**config.mk**
```make
export PLATFORM = sky130hd
export DESIGN_NAME = minilcd_rx
export DESIGN_NICKNAME = d
export VERILOG_FILES = /design/src/rtl/minilcd_rx.sv
export SDC_FILE = /design/constraint.sdc
export NUM_CORES = 1
export LEC_CHECK = 0
export CELL_PAD_IN_SITES_DETAIL_PLACEMENT = 2
export CELL_PAD_IN_SITES_GLOBAL_PLACEMENT = 2
export CORE_MARGIN = 1
export CORE_UTILIZATION = 39
export CTS_BUF_LIST = sky130_fd_sc_hd__clkbuf_4 sky130_fd_sc_hd__clkbuf_8
export DETAILED_ROUTE_END_ITERATION = 7
export PLACE_DENSITY = 0.92
export REMOVE_ABC_BUFFERS = 1
export SYNTH_ARGS = -nofsm -noshare
export SYNTH_HDL_FRONTEND = slang
export SYNTH_SLANG_ARGS = --single-unit
```
**constraint.sdc**
```tcl
create_clock -name CLK -period 5.85 [get_ports CLK]
set_input_delay 1.17 -clock CLK [delete_from_list [all_inputs] [get_ports CLK]]
set_output_delay 1.17 -clock CLK [all_outputs]
set_load 0.01 [all_outputs]
```
**src/rtl/minilcd_rx.sv**
```systemverilog
// Receive side of the MiniLCD 8-bit parallel write bus: decodes commands and
// parameters and turns RGB565 pixel pairs into 4-bit frame-buffer writes.
module minilcd_rx #(
  parameter int COL_OFS = 2,
  parameter int ROW_OFS = 3
) (
  input  logic        CLK,
  input  logic        RST,
  input  logic        LCD_CS0,
  input  logic        LCD_CD,
  input  logic        LCD_WR,
  input  logic        LCD_RSTB,
  input  logic [7:0]  LCD_D,
  output logic        FB_WE,
  output logic [13:0] FB_ADDR,
  output logic [3:0]  FB_DATA,
  output logic        DISP_ON,
  output logic        SLEEP_OUT,
  output logic [7:0]  MADCTL,
  output logic [7:0]  COLMOD,
  output logic        ERR
);

  // state | meaning
  // IDLE  | waiting for a command; parameter bytes flag ERR unless skip_q
  // PARAM | collecting parameter bytes for cmd_q
  // PIXEL | collecting RGB565 byte pairs for memory write
  localparam logic [1:0] ST_IDLE  = 2'd0;
  localparam logic [1:0] ST_PARAM = 2'd1;
  localparam logic [1:0] ST_PIXEL = 2'd2;

  localparam logic [7:0] COL_OFS8 = 8'(COL_OFS);
  localparam logic [7:0] ROW_OFS8 = 8'(ROW_OFS);

  logic       s_cs_q, s_cd_q, s_wr_q, s_wr_d_q, s_rstb_q;
  logic [7:0] s_d_q;
  logic       bv_q, bcd_q;
  logic [7:0] bd_q;
  logic       bv_d;

  logic [1:0] state_q, state_d, cnt_q, cnt_d;
  logic       phase_q, phase_d, skip_q, skip_d;
  logic [7:0] cmd_q, cmd_d, b0_q, b0_d;
  logic [7:0] xs_q, xs_d, xe_q, xe_d, ys_q, ys_d, ye_q, ye_d;
  logic [7:0] x_q, x_d, y_q, y_d;
  logic [7:0] madctl_q, madctl_d, colmod_q, colmod_d;
  logic       disp_q, disp_d, sleep_q, sleep_d, err_q, err_d;
  logic       fb_we_q, fb_we_d;
  logic [13:0] fb_addr_q, fb_addr_d;
  logic [3:0]  fb_data_q, fb_data_d;
  logic       sw_rst;
  logic [7:0] col, row;

  assign bv_d = s_wr_q & ~s_wr_d_q & ~s_cs_q & s_rstb_q;
  assign col  = x_q - COL_OFS8;
  assign row  = y_q - ROW_OFS8;

  always_comb begin
    state_d   = state_q;
    cnt_d     = cnt_q;
    phase_d   = phase_q;
    skip_d    = skip_q;
    cmd_d     = cmd_q;
    b0_d      = b0_q;
    xs_d      = xs_q;
    xe_d      = xe_q;
    ys_d      = ys_q;
    ye_d      = ye_q;
    x_d       = x_q;
    y_d       = y_q;
    madctl_d  = madctl_q;
    colmod_d  = colmod_q;
    disp_d    = disp_q;
    sleep_d   = sleep_q;
    err_d     = err_q;
    fb_we_d   = 1'b0;
    fb_addr_d = fb_addr_q;
    fb_data_d = fb_data_q;
    sw_rst    = 1'b0;

    if (bv_q) begin
      if (!bcd_q) begin
        // Any command byte aborts the current stream and drops a half pixel.
        state_d = ST_IDLE;
        cnt_d   = 2'd0;
        phase_d = 1'b0;
        skip_d  = 1'b0;
        cmd_d   = bd_q;
        case (bd_q)
          8'h01: sw_rst = 1'b1;
          8'h11: sleep_d = 1'b1;
          8'h28: disp_d = 1'b0;
          8'h29: disp_d = 1'b1;
          8'h2A, 8'h2B, 8'h36, 8'h3A: state_d = ST_PARAM;
          8'h2C: begin
            state_d = ST_PIXEL;
            x_d     = xs_q;
            y_d     = ys_q;
          end
          default: skip_d = 1'b1;
        endcase
      end else begin
        case (state_q)
          ST_IDLE: if (!skip_q) err_d = 1'b1;
          ST_PARAM: begin
            cnt_d = cnt_q + 2'd1;
            case (cmd_q)
              8'h2A, 8'h2B: begin
                case (cnt_q)
                  2'd0, 2'd2: if (bd_q != 8'h00) err_d = 1'b1;
                  2'd1: if (cmd_q == 8'h2A) xs_d = bd_q; else ys_d = bd_q;
                  default: begin
                    state_d = ST_IDLE;
                    if (cmd_q == 8'h2A) begin
                      xe_d = bd_q;
                      if (xs_q > bd_q) err_d = 1'b1;
                    end else begin
                      ye_d = bd_q;
                      if (ys_q > bd_q) err_d = 1'b1;
                    end
                  end
                endcase
              end
              8'h36: begin
                madctl_d = bd_q;
                state_d  = ST_IDLE;
              end
              8'h3A: begin
                colmod_d = bd_q;
                state_d  = ST_IDLE;
              end
              default: state_d = ST_IDLE;
            endcase
          end
          ST_PIXEL: begin
            if (!phase_q) begin
              b0_d    = bd_q;
              phase_d = 1'b1;
            end else begin
              phase_d = 1'b0;
              if (!col[7] && !row[7]) begin
                fb_we_d   = 1'b1;
                fb_addr_d = {row[6:0], col[6:0]};
                fb_data_d = {1'b0, b0_q[6], b0_q[2], bd_q[4]};
              end
              if (x_q == xe_q) begin
                x_d = xs_q;
                y_d = (y_q == ye_q) ? ys_q : y_q + 8'd1;
              end else begin
                x_d = x_q + 8'd1;
              end
            end
          end
          default: state_d = ST_IDLE;
        endcase
      end
    end

    // Software and pin reset restore everything but the sticky error flag.
    if (sw_rst || !s_rstb_q) begin
      state_d   = ST_IDLE;
      cnt_d     = 2'd0;
      phase_d   = 1'b0;
      skip_d    = 1'b0;
      cmd_d     = 8'h00;
      b0_d      = 8'h00;
      xs_d      = 8'd0;
      xe_d      = 8'd127;
      ys_d      = 8'd0;
      ye_d      = 8'd127;
      x_d       = 8'd0;
      y_d       = 8'd0;
      madctl_d  = 8'h00;
      colmod_d  = 8'h00;
      disp_d    = 1'b0;
      sleep_d   = 1'b0;
      fb_we_d   = 1'b0;
      fb_addr_d = 14'd0;
      fb_data_d = 4'd0;
    end
  end

  always_ff @(posedge CLK or posedge RST) begin
    if (RST) begin
      s_cs_q    <= 1'b1;
      s_cd_q    <= 1'b0;
      s_wr_q    <= 1'b1;
      s_wr_d_q  <= 1'b1;
      s_rstb_q  <= 1'b1;
      s_d_q     <= 8'h00;
      bv_q      <= 1'b0;
      bcd_q     <= 1'b0;
      bd_q      <= 8'h00;
      state_q   <= ST_IDLE;
      cnt_q     <= 2'd0;
      phase_q   <= 1'b0;
      skip_q    <= 1'b0;
      cmd_q     <= 8'h00;
      b0_q      <= 8'h00;
      xs_q      <= 8'd0;
      xe_q      <= 8'd127;
      ys_q      <= 8'd0;
      ye_q      <= 8'd127;
      x_q       <= 8'd0;
      y_q       <= 8'd0;
      madctl_q  <= 8'h00;
      colmod_q  <= 8'h00;
      disp_q    <= 1'b0;
      sleep_q   <= 1'b0;
      err_q     <= 1'b0;
      fb_we_q   <= 1'b0;
      fb_addr_q <= 14'd0;
      fb_data_q <= 4'd0;
    end else begin
      s_cs_q    <= LCD_CS0;
      s_cd_q    <= LCD_CD;
      s_wr_q    <= LCD_WR;
      s_wr_d_q  <= s_wr_q;
      s_rstb_q  <= LCD_RSTB;
      s_d_q     <= LCD_D;
      bv_q      <= bv_d;
      bcd_q     <= s_cd_q;
      bd_q      <= s_d_q;
      state_q   <= state_d;
      cnt_q     <= cnt_d;
      phase_q   <= phase_d;
      skip_q    <= skip_d;
      cmd_q     <= cmd_d;
      b0_q      <= b0_d;
      xs_q      <= xs_d;
      xe_q      <= xe_d;
      ys_q      <= ys_d;
      ye_q      <= ye_d;
      x_q       <= x_d;
      y_q       <= y_d;
      madctl_q  <= madctl_d;
      colmod_q  <= colmod_d;
      disp_q    <= disp_d;
      sleep_q   <= sleep_d;
      err_q     <= err_d;
      fb_we_q   <= fb_we_d;
      fb_addr_q <= fb_addr_d;
      fb_data_q <= fb_data_d;
    end
  end

  assign FB_WE     = fb_we_q;
  assign FB_ADDR   = fb_addr_q;
  assign FB_DATA   = fb_data_q;
  assign DISP_ON   = disp_q;
  assign SLEEP_OUT = sleep_q;
  assign MADCTL    = madctl_q;
  assign COLMOD    = colmod_q;
  assign ERR       = err_q;

endmodule
```
==> out/qor.csv <==
stage,metric,value,unit
status,outcome,completed,
synthesis,synthTopCellsByArea,"dfrtp_1 (43%), dfstp_2 (7.7%), ha_1 (4.9%)",
timing,hold_viol,0,
drt,via_count,5049,
timing,max_freq,315.7,MHz
critical_path,worst_setup_path_end_kind,register,
die,die_h,127.3,µm
global_route,grt_first_pass_wirelength,33200,µm
synthesis,synth-seq-cells,124,
placed_design,dp_hpwl,13750,µm
critical_path,cp.buffers_inverters,0,
timing,finalCriticalPeriod,3.167,ns
placed_design,dp.cells,840,
synthesis,ys_seq_area_share,51.02,%
timing,skew,0.01912,ns
power_and_ir_drop,vdd_drop_max,0.1719,mV
critical_path,worstPathMaxFanout,16,
synthesis,synth-edff-count,0,
die,die_area,16210,µm²
global_route,grt_pass1_vias,5834,
synthesis,avgSynthCellArea,10.09,µm²
clock_network,htree_levels,4,
clock_network,cts-resized-gates,0,
finish,final_util,46.75,%
clock_network,cts_setup_buffers,0,
die,core-area,15260,µm²
timing,min_period_over_period,54.14,%
global_route,grt-ovfl-total,0,
worst_hold_path,worstHoldPathType,reg -> reg,
timing,slew_violations,0,
timing,setup_viol,0,
timing,slew_headroom,11.38,%
critical_path,cp_top_family,compound AO/OA/AOI/OAI gates,
clock_network,postCtsHoldBufs,0,
synthesis,syn_inst,607,
clock_network,cts_tree,done,
synthesis,synth_ff_type,dfrtp_1,
placed_design,gp_congestion,0.8470,
placed_design,postPlaceCellArea,6724,µm²
finish,syn_to_final_growth,16.44,%
finish,nFillCells,1593,
finish,diodes,0,
clock_network,cts_sinks,124,
critical_path,crit_path_max_incr_delay,1.02,ns
synthesis,yosys.area.top_type_share,43.30,%
die,row_count,45,
clock_network,clockBufferDepth,2,
drt,wl_per_cell,23.80,µm
die,start_util,40.15,%
drt,dr.pass1.iters,5,
finish,drive_gt1_share,11.65,%
critical_path,crit_type,reg -> reg,
power_and_ir_drop,cellLeakagePower,2.969,nW
placed_design,placement.io_buffers,50,
clock_network,clk_root_buffer_cell,clkbuf_8,
drt,drc,0,
critical_path,worstPathRequired,6.25,ns
critical_path,arrival,3.57,ns
finish,fin_area,7133,µm²
power_and_ir_drop,power_density,278.9,nW/µm²
die,io_pins,52,
drt,via_per_inst,5.790,
timing,setup_slack,2.683,ns
global_route,grt_max_degree,88,
critical_path,path_cells,xnor2_1 -> nand4_1 -> o21ai_1 -> nand3_1 -> a211o_1 -> nand2_1,
timing,setup-tns-final,0,ns
critical_path,slowest_stage,o21ai_1,
drt,wirelength,20750,µm
clock_network,clk_pin_slew,0.08,ns
placed_design,dp_slack,2.800,ns
timing,grt_setup_unrepaired,false,
finish,final_cell_mix,"dfrtp_1 (106), nand2_1 (65), clkdlybuf4s50_1 (50), a21oi_1 (49), o21ai_1 (48)",
finish,nNetsFinal,686,
clock_network,cts_buffers,17,
global_route,grt.total_usage,27.61,%
synthesis,synth_largest_area_cell,dfrtp_1,
die,die_w,127.3,µm
finish,final_common_cell,dfrtp_1,
critical_path,critical_path.startpoint_type,register,
synthesis,synthArstFlopShare,100.0,%
drt,antenna_left,0,
job,cap_viol_max_count,0,
drt,drt_iter0_drc,348,
clock_network,clk_latency,0.47,ns
global_route,antenna_found_initial,0,
synthesis,yosys_warnings,0,
synthesis,syn_area,6126,µm²
timing,worst_pin_slew,1.320,ns
synthesis,ys_types,70,
finish,fin_cells,872,
[cells by family (layout without fill, tap and decap cells)]
| kind of cell | Yosys count | after routing | share of synthesized area, % |
|---|---|---|---|
| other | 1 | 1 | 0.06122 |
| muxes | 11 | 11 | 1.899 |
| DFF | 124 | 124 | 51.02 |
| and+or+nand+nor | 191 | 191 | 16.24 |
| adders and majority gates | 24 | 24 | 4.902 |
| buffers and inverters | 65 | 119 | 5.086 |
| xor gates and xnor gates | 27 | 27 | 3.860 |
| AOI/OAI and AO/OA | 164 | 164 | 16.93 |
[cell type report]
type	instances	area, µm²	share of cell area, %
repair buffers	51	508.0	7.122
flip-flops and latches	124	3126	43.82
clock buffers	18	247.7	3.473
well taps	211	264.0	3.701
clock inverters	14	161.4	2.263
multi-input cells	418	2689	37.70
inverters	36	137.6	1.929
[stage by stage]
| stage | total power, mW | hold slack (ns) |
|---|---|---|
| 2_1_floorplan | 1.095 | 0.3312 |
| 3_3_place_gp | 1.177 | 0.3330 |
| 3_5_place_dp | 1.202 | 0.3416 |
| 4_1_cts | 2.005 | 0.3606 |
| 5_1_grt | 2.058 | 0.3655 |
| 6_report | 1.990 | 0.3551 |
[sequential cells by signal, summed over array words and instances (netlist names), 2 cells and up]
signal and cells:
bd_q 8, x_q 8, FB_ADDR 14, cnt_q 2, ye_q 8, b0_q 2
xs_q 8, ys_q 8, s_d_q 8, xe_q 8, FB_DATA 3, state_q 2
COLMOD 8, MADCTL 8, y_q 8, cmd_q 8
[synth_stat cells, drive strengths merged, types with 3 or more instances]
master and number:
clkbuf 7, dfstp 18, or3 4, nor2 44, a22o 15, nor3b 9
nor2b 5, a21o 3, nand3 12, o21ai 59, o21a 3, dfrtp 106
o2bb2ai 5, ha 24, a41oi 3, inv 36, nor3 12, xnor2 25
o22ai 11, nor4 5, nand2 66, mux2 5, mux2i 6, and3 7
nor4b 3, a21oi 51, nand4 13, buf 22
[routing by layer]
metal,GRT usage (%),up-vias,wire length [µm]
met1,32.38,2630,8569
li1,-,2222,-
met4,13.59,0,764
met5,0,-,0
met3,4.941,48,833
met2,48.67,149,10580
[report_power, final]
part           switching, mW  internal, mW  leakage [nW]
Combinational          0.132        0.0901          1.18
Clock                  0.396         0.398         0.197
Sequential            0.0575         0.916          1.59
[final timing paths]
kind,depth (start not counted),end,start,slack (ns)
min in group asynchronous,2,x_q[2]$_DFFE_PP0P_,RST,1.35
worst min register to register,0,bcd_q$_DFF_PP0_,s_cd_q$_DFF_PP0_,0.36
max in group asynchronous,3,s_rstb_q$_DFF_PP1_,RST,3.35
worst max register to register,6,y_q[0]$_DFFE_PP0P_,x_q[4]$_DFFE_PP0P_,2.68
worst min-delay path,0,bcd_q$_DFF_PP0_,s_cd_q$_DFF_PP0_,0.36
worst max-delay path,6,y_q[0]$_DFFE_PP0P_,x_q[4]$_DFFE_PP0P_,2.68
No activity file was read; power rests on OpenSTA's default activity.
==> RTL change 1, RTL diff (same flow settings) <==
Add an input register stage for `LCD_CS0`, `LCD_CD`, `LCD_WR` and `LCD_D`, without a reset; this delays them by one clock.
--- a/src/rtl/minilcd_rx.sv
+++ b/src/rtl/minilcd_rx.sv
@@ -33,2 +33,14 @@
   localparam logic [7:0] ROW_OFS8 = 8'(ROW_OFS);
+
+  logic LCD_CS0_q;
+  logic LCD_CD_q;
+  logic LCD_WR_q;
+  logic [7:0] LCD_D_q;
+
+  always_ff @(posedge CLK) begin
+    LCD_CS0_q <= LCD_CS0;
+    LCD_CD_q  <= LCD_CD;
+    LCD_WR_q  <= LCD_WR;
+    LCD_D_q   <= LCD_D;
+  end
 
@@ -214,8 +226,8 @@
     end else begin
-      s_cs_q    <= LCD_CS0;
-      s_cd_q    <= LCD_CD;
-      s_wr_q    <= LCD_WR;
+      s_cs_q    <= LCD_CS0_q;
+      s_cd_q    <= LCD_CD_q;
+      s_wr_q    <= LCD_WR_q;
       s_wr_d_q  <= s_wr_q;
       s_rstb_q  <= LCD_RSTB;
-      s_d_q     <= LCD_D;
+      s_d_q     <= LCD_D_q;
       bv_q      <= bv_d;
Check against the original RTL: same outputs for any inputs over 4 cycles, from zero or initial values and one cycle with RST high; that may be too few to reach the edited logic, so the function may still have changed.
==> RTL change 1 against the unedited design <==
- routed wire length fell by 4.1%
- power up 5.8%
- area after synthesis is 4.1% higher
- worst setup slack got worse by 490 ps
- cell count shrank 2.4%
- sequential cell count up 11
- final area rose by 4.2%
- global-route usage fell by 2.0 points
- critical endpoint is now y_q[5]
==> RTL change 1: results (changes against the unedited design) <==
| Metric | Value |
|---|---|
| Resized cells post-CTS | `0 (unchanged)` |
| CP top delay family | `simple AND/OR/NAND/NOR gates` |
| Final setup skew | `17.52 ps (-1.591 ps)` |
| Inst Count DP | `819 (-2.5%)` |
| Avg Cell Area, Syn | `11.13 um2 (+10%)` |
| Max VDD drop | `0.1952 mV (+14%)` |
| DR iter-0 viols | `261 (-25%)` |
| Largest net degree at the start of global routing | `54 (-39%)` |
| Switching share of power | `30.82% (+1.4 points)` |
| RePlAce Congestion | `0.8737 (+3.2%)` |
| Netlist cell types | `66 (-5.7%)` |
| Critical Path AT | `4020 ps (+450 ps)` |
| Vias in the first global route | `5526 (-5.3%)` |
| Area contributors post-synth | `dfrtp_1 (42%), mux2_2 (8.3%), dfstp_2 (7.4%)` |
| Static Leak | `3.062 nW (+3.1%)` |
| Dpl ws | `2440 ps (-359.9 ps)` |
| I/O Buffers | `50 (unchanged)` |
| Worst Path Max Fanout | `18 (+2)` |
| Worst-Skew Late Latency | `between 400 and 500 ps` |
| First-pass GRT wire length | `31.71 mm (-4.5%)` |
| Final Non-Filler Cells | `851 (-2.4%)` |
| Ys async rst share | `91.85% (-8.1 points)` |
| CTS max path bufs | `2 (unchanged)` |
| Worst-Margin Slew | `1233 ps (-87.94 ps)` |
| Routed vias | `4877 (-3.4%)` |
| Mean routed wirelength per cell | `23.38 um (-1.7%)` |
| Share of cells above drive strength 1 | `19.69% (+8.0 points)` |
| Max incr delay on CP | `900 ps (-120 ps)` |
| # fillers | `1632 (+2.4%)` |
| Total CTS buffers | `17 (unchanged)` |
| Sequential fraction of the synthesis area | `52.45% (+1.4 points)` |
| DP HPWL | `13.91 mm (+1.2%)` |
| Outcome | `complete, no violations` |
| Overall Global Routing Usage | `25.61% (-2.0 points)` |
| Layout net count | `660 (-3.8%)` |
| Post-synth top cells | `dfrtp_1 (106), nand2_1 (52), mux2_2 (47)` |
| Max reg flops | `14 (unchanged)` |
| Crit-path slowest cell | `o31a_1` |
| Synth warnings | `0 (unchanged)` |
| Post-CTS Setup Bufs | `0 (unchanged)` |
| # diodes | `0 (unchanged)` |
| Max-Cap Viols | `0 (unchanged)` |
| First-pass DRT Iterations | `5 (unchanged)` |
| Placement Cell Area | `0.007051 mm2 (+4.9%)` |
RTL change 1: layout make-up:
type	instances	area (um2)	share of cell area (%)
clock buffers	18	247.7	3.333
clock inverters	14	135.1	1.818
inverters	26	100.1	1.347
multi-input cells	388	2804	37.72
flip-flops and latches	135	3346	45.01
well taps	216	270.3	3.636
repair buffers	54	530.5	7.137
RTL change 1: final timing paths:
kind	start	end	slack (ps)	cells past startpoint
worst min-delay path	LCD_WR_q	s_wr_q	300	0
max in group asynchronous	RST	x_q[5]	3650	3
worst min register to register	LCD_WR_q	s_wr_q	300	0
worst max-delay path	bcd_q	y_q[5]	2190	6
min in group asynchronous	RST	FB_ADDR[6]	1080	2
worst max register to register	bcd_q	y_q[5]	2190	6
RTL change 1: per-layer routing:
metal | vias to the layer above | routed length, um | track usage [%] | share of wire, %
met5 | - | 0 | 0 | 0
met4 | 0 | 459 | 9.234 | 2.3
met3 | 46 | 764 | 5.617 | 3.8
met2 | 132 | 10120 | 44.39 | 51
met1 | 2551 | 8554 | 31.35 | 43
li1 | 2148 | - | - | -
RTL change 1: through the flow:
| step | hold slack, ps | utilization (%) |
|---|---|---|
| 2_1_floorplan | 283.9 | - |
| 3_3_place_gp | 285.0 | 44.22 |
| 3_5_place_dp | 290.9 | 44.22 |
| 4_1_cts | 303.5 | 46.63 |
| 5_1_grt | 310.8 | 46.63 |
| 6_report | 301.7 | 46.63 |
RTL change 1: kinds of logic after synthesis:
group                      after synthesis  share of synthesized area, %
DFF                                    135                         52.45
xor gates and xnor gates                27                         3.707
and+or+nand+nor                        165                         13.46
buffers and inverters                   50                         3.590
other                                    1                       0.05879
AOI/OAI and AO/OA                      121                         13.24
muxes                                   50                         8.788
adders and majority gates               24                         4.708
RTL change 1: power by group through the flow:
| stage | registers [W] | logic [W] | clock network (W) |
|---|---|---|---|
| finish | 0.00107 | 0.000270 | 0.000763 |
| global route | 0.00108 | 0.000294 | 0.000813 |
| CTS | 0.00107 | 0.000272 | 0.000777 |
| detailed placement | 0.00109 | 0.000265 | 0 |
| global placement | 0.00108 | 0.000244 | 0 |
| floorplan | 0.00107 | 0.000160 | 0 |
RTL change 1: worst reg2reg max path, stage by stage (launching register included):
cell	delay [ps]
dfrtp_1	690
nand2b_1	570
o31a_1	910
nand3b_2	440
nor3b_2	520
a21oi_1	180
o22ai_1	260
==> RTL change 2, RTL diff (same flow settings) <==
Made on the original files. Put one more register stage on the output `COLMOD`, without a reset. The value now appears one clock later. The other outputs are not delayed to match.
--- a/src/rtl/minilcd_rx.sv
+++ b/src/rtl/minilcd_rx.sv
@@ -252,3 +252,5 @@
   assign MADCTL    = madctl_q;
-  assign COLMOD    = colmod_q;
+  always_ff @(posedge CLK) begin
+    COLMOD <= colmod_q;
+  end
   assign ERR       = err_q;
Behaviour: no difference found for any inputs over 4 cycles, from zero or initial values and one cycle with RST high; that may be too few to reach the edited logic, so the function may still have changed.
==> RTL change 2 against the unedited design <==
- routed wire length shrank 4.7%
- worst setup slack improved by 22 ps
- sequential cell count rose by 8
- largest cell class unchanged
- area after synthesis rose by 0.37%
- global-route usage down 1.4 points
- synthesized cell count grew 0.33%
- highest routed layer unchanged
- largest power group unchanged
- final area increased by 0.16%
- power shrank 0.58%
==> RTL change 2: results (changes against the unedited design) <==
| Metric | Value |
|---|---|
| Dpl ws | `2753 ps (-47.31 ps)` |
| Max VDD drop | `0.1853 mV (+7.8%)` |
| Inst Count DP | `844 (+0.48%)` |
| Layout net count | `690 (+0.58%)` |
| Worst-Skew Late Latency | `450 ps (-20 ps)` |
| Compound-Gate Fraction of Synth Area | `15.26% (-1.7 points)` |
| Met3 Routed Length | `800 um (-4.0%)` |
| Final setup skew | `12.06 ps (-7.055 ps)` |
| Critical Path AT | `3480 ps (-90 ps)` |
| Global routing met1 resource utilization | `31.89% (-0.49 points)` |
| Xor/xnor share of the synthesized area | `3.846% (-0.014 points)` |
| Routed vias/inst | `5.663 (-2.2%)` |
| Crit-path slowest cell | `o21ai_0` |
| Outcome | `complete, no violations` |
| Post-synth top cells | `dfrtp_1 (106), nand2_1 (81), o21ai_0 (58)` |
| Met3 Resource Use GR | `5.653% (+0.71 points)` |
| Ys async rst share | `93.94% (-6.1 points)` |
| Vias in the first global route | `5585 (-4.3%)` |
| Multiplexer share of the synthesized area | `3.053% (+1.2 points)` |
| Max incr delay on CP | `1120 ps (+100 ps)` |
| Share of cells above drive strength 1 | `11.28% (-0.37 points)` |
| Routed vias | `4961 (-1.7%)` |
| First-pass GRT wire length | `31.73 mm (-4.4%)` |
| Met1 wire length | `8.236 mm (-3.9%)` |
| Worst-Margin Slew | `1267 ps (-53.38 ps)` |
| R2r setup slk | `2700 ps (+20 ps)` |
| DP HPWL | `14.35 mm (+4.3%)` |
| Met2 Use GR | `44.55% (-4.1 points)` |
| Minimum hold slack | `354.8 ps (-0.2590 ps)` |
| Placement Cell Area | `0.006795 mm2 (+1.1%)` |
| Area contributors post-synth | `dfrtp_1 (43%), dfstp_2 (7.7%), nand2_1 (4.9%)` |
| # fillers | `1617 (+1.5%)` |
| Met2 wire length | `10.11 mm (-4.5%)` |
| DR iter-0 viols | `274 (-21%)` |
| Sequential fraction of the synthesis area | `53.44% (+2.4 points)` |
==> RTL change 2: cell types whose count changed in the layout (fill, tap and decap cells not counted), moves of 5 or more <==
cell	unedited run	this run
o21ai_0	9	57
o21ai_1	48	3
nand2_1	65	81
a21oi_1	49	34
mux2_2	4	14
clkbuf_4	0	8
dfxtp_1	0	8
nor2_1	43	36
and3_1	6	1
inv_6	5	0
nor3b_1	9	4
o31a_1	0	5
==> RTL change 2: layout make-up <==
class	count	area (um2)	area share, %
inverter	31	118.9	1.664
clock buffer	27	321.6	4.501
multi-input combinational	417	2604	36.44
timing repair buffer	53	523.0	7.320
tap	211	264.0	3.695
clock inverter	5	27.53	0.3853
sequential	132	3286	45.99
==> RTL change 2: power by group through the flow <==
stage	logic, W	clock network (W)	registers (W)
finish	0.000239	0.000699	0.00104
global route	0.000262	0.000751	0.00105
CTS	0.000241	0.000717	0.00104
detailed placement	0.000235	0	0.00106
global placement	0.000213	0	0.00105
floorplan	0.000127	0	0.00104
==> RTL change 2: logic make-up (layout without fill, tap and decap cells) <==
kind of cell | count (synthesis) | after routing
buffers and inverters | 60 | 116
AO/OA/AOI/OAI | 152 | 152
XOR/XNOR | 27 | 27
AND/OR/NAND/NOR | 196 | 196
multiplexers | 17 | 17
flip-flops | 132 | 132
adder cells (fa/ha/maj) | 24 | 24
other | 1 | 1
==> RTL change 2: final timing paths <==
kind | start | to | cells after the start
max | bcd_q | MADCTL[5] | 5
min | s_d_q[5] | bd_q[5] | 0
max reg2reg | bcd_q | MADCTL[5] | 5
min reg2reg | s_d_q[5] | bd_q[5] | 0
max in group asynchronous | RST | bd_q[0] | 3
min in group asynchronous | RST | x_q[6] | 2
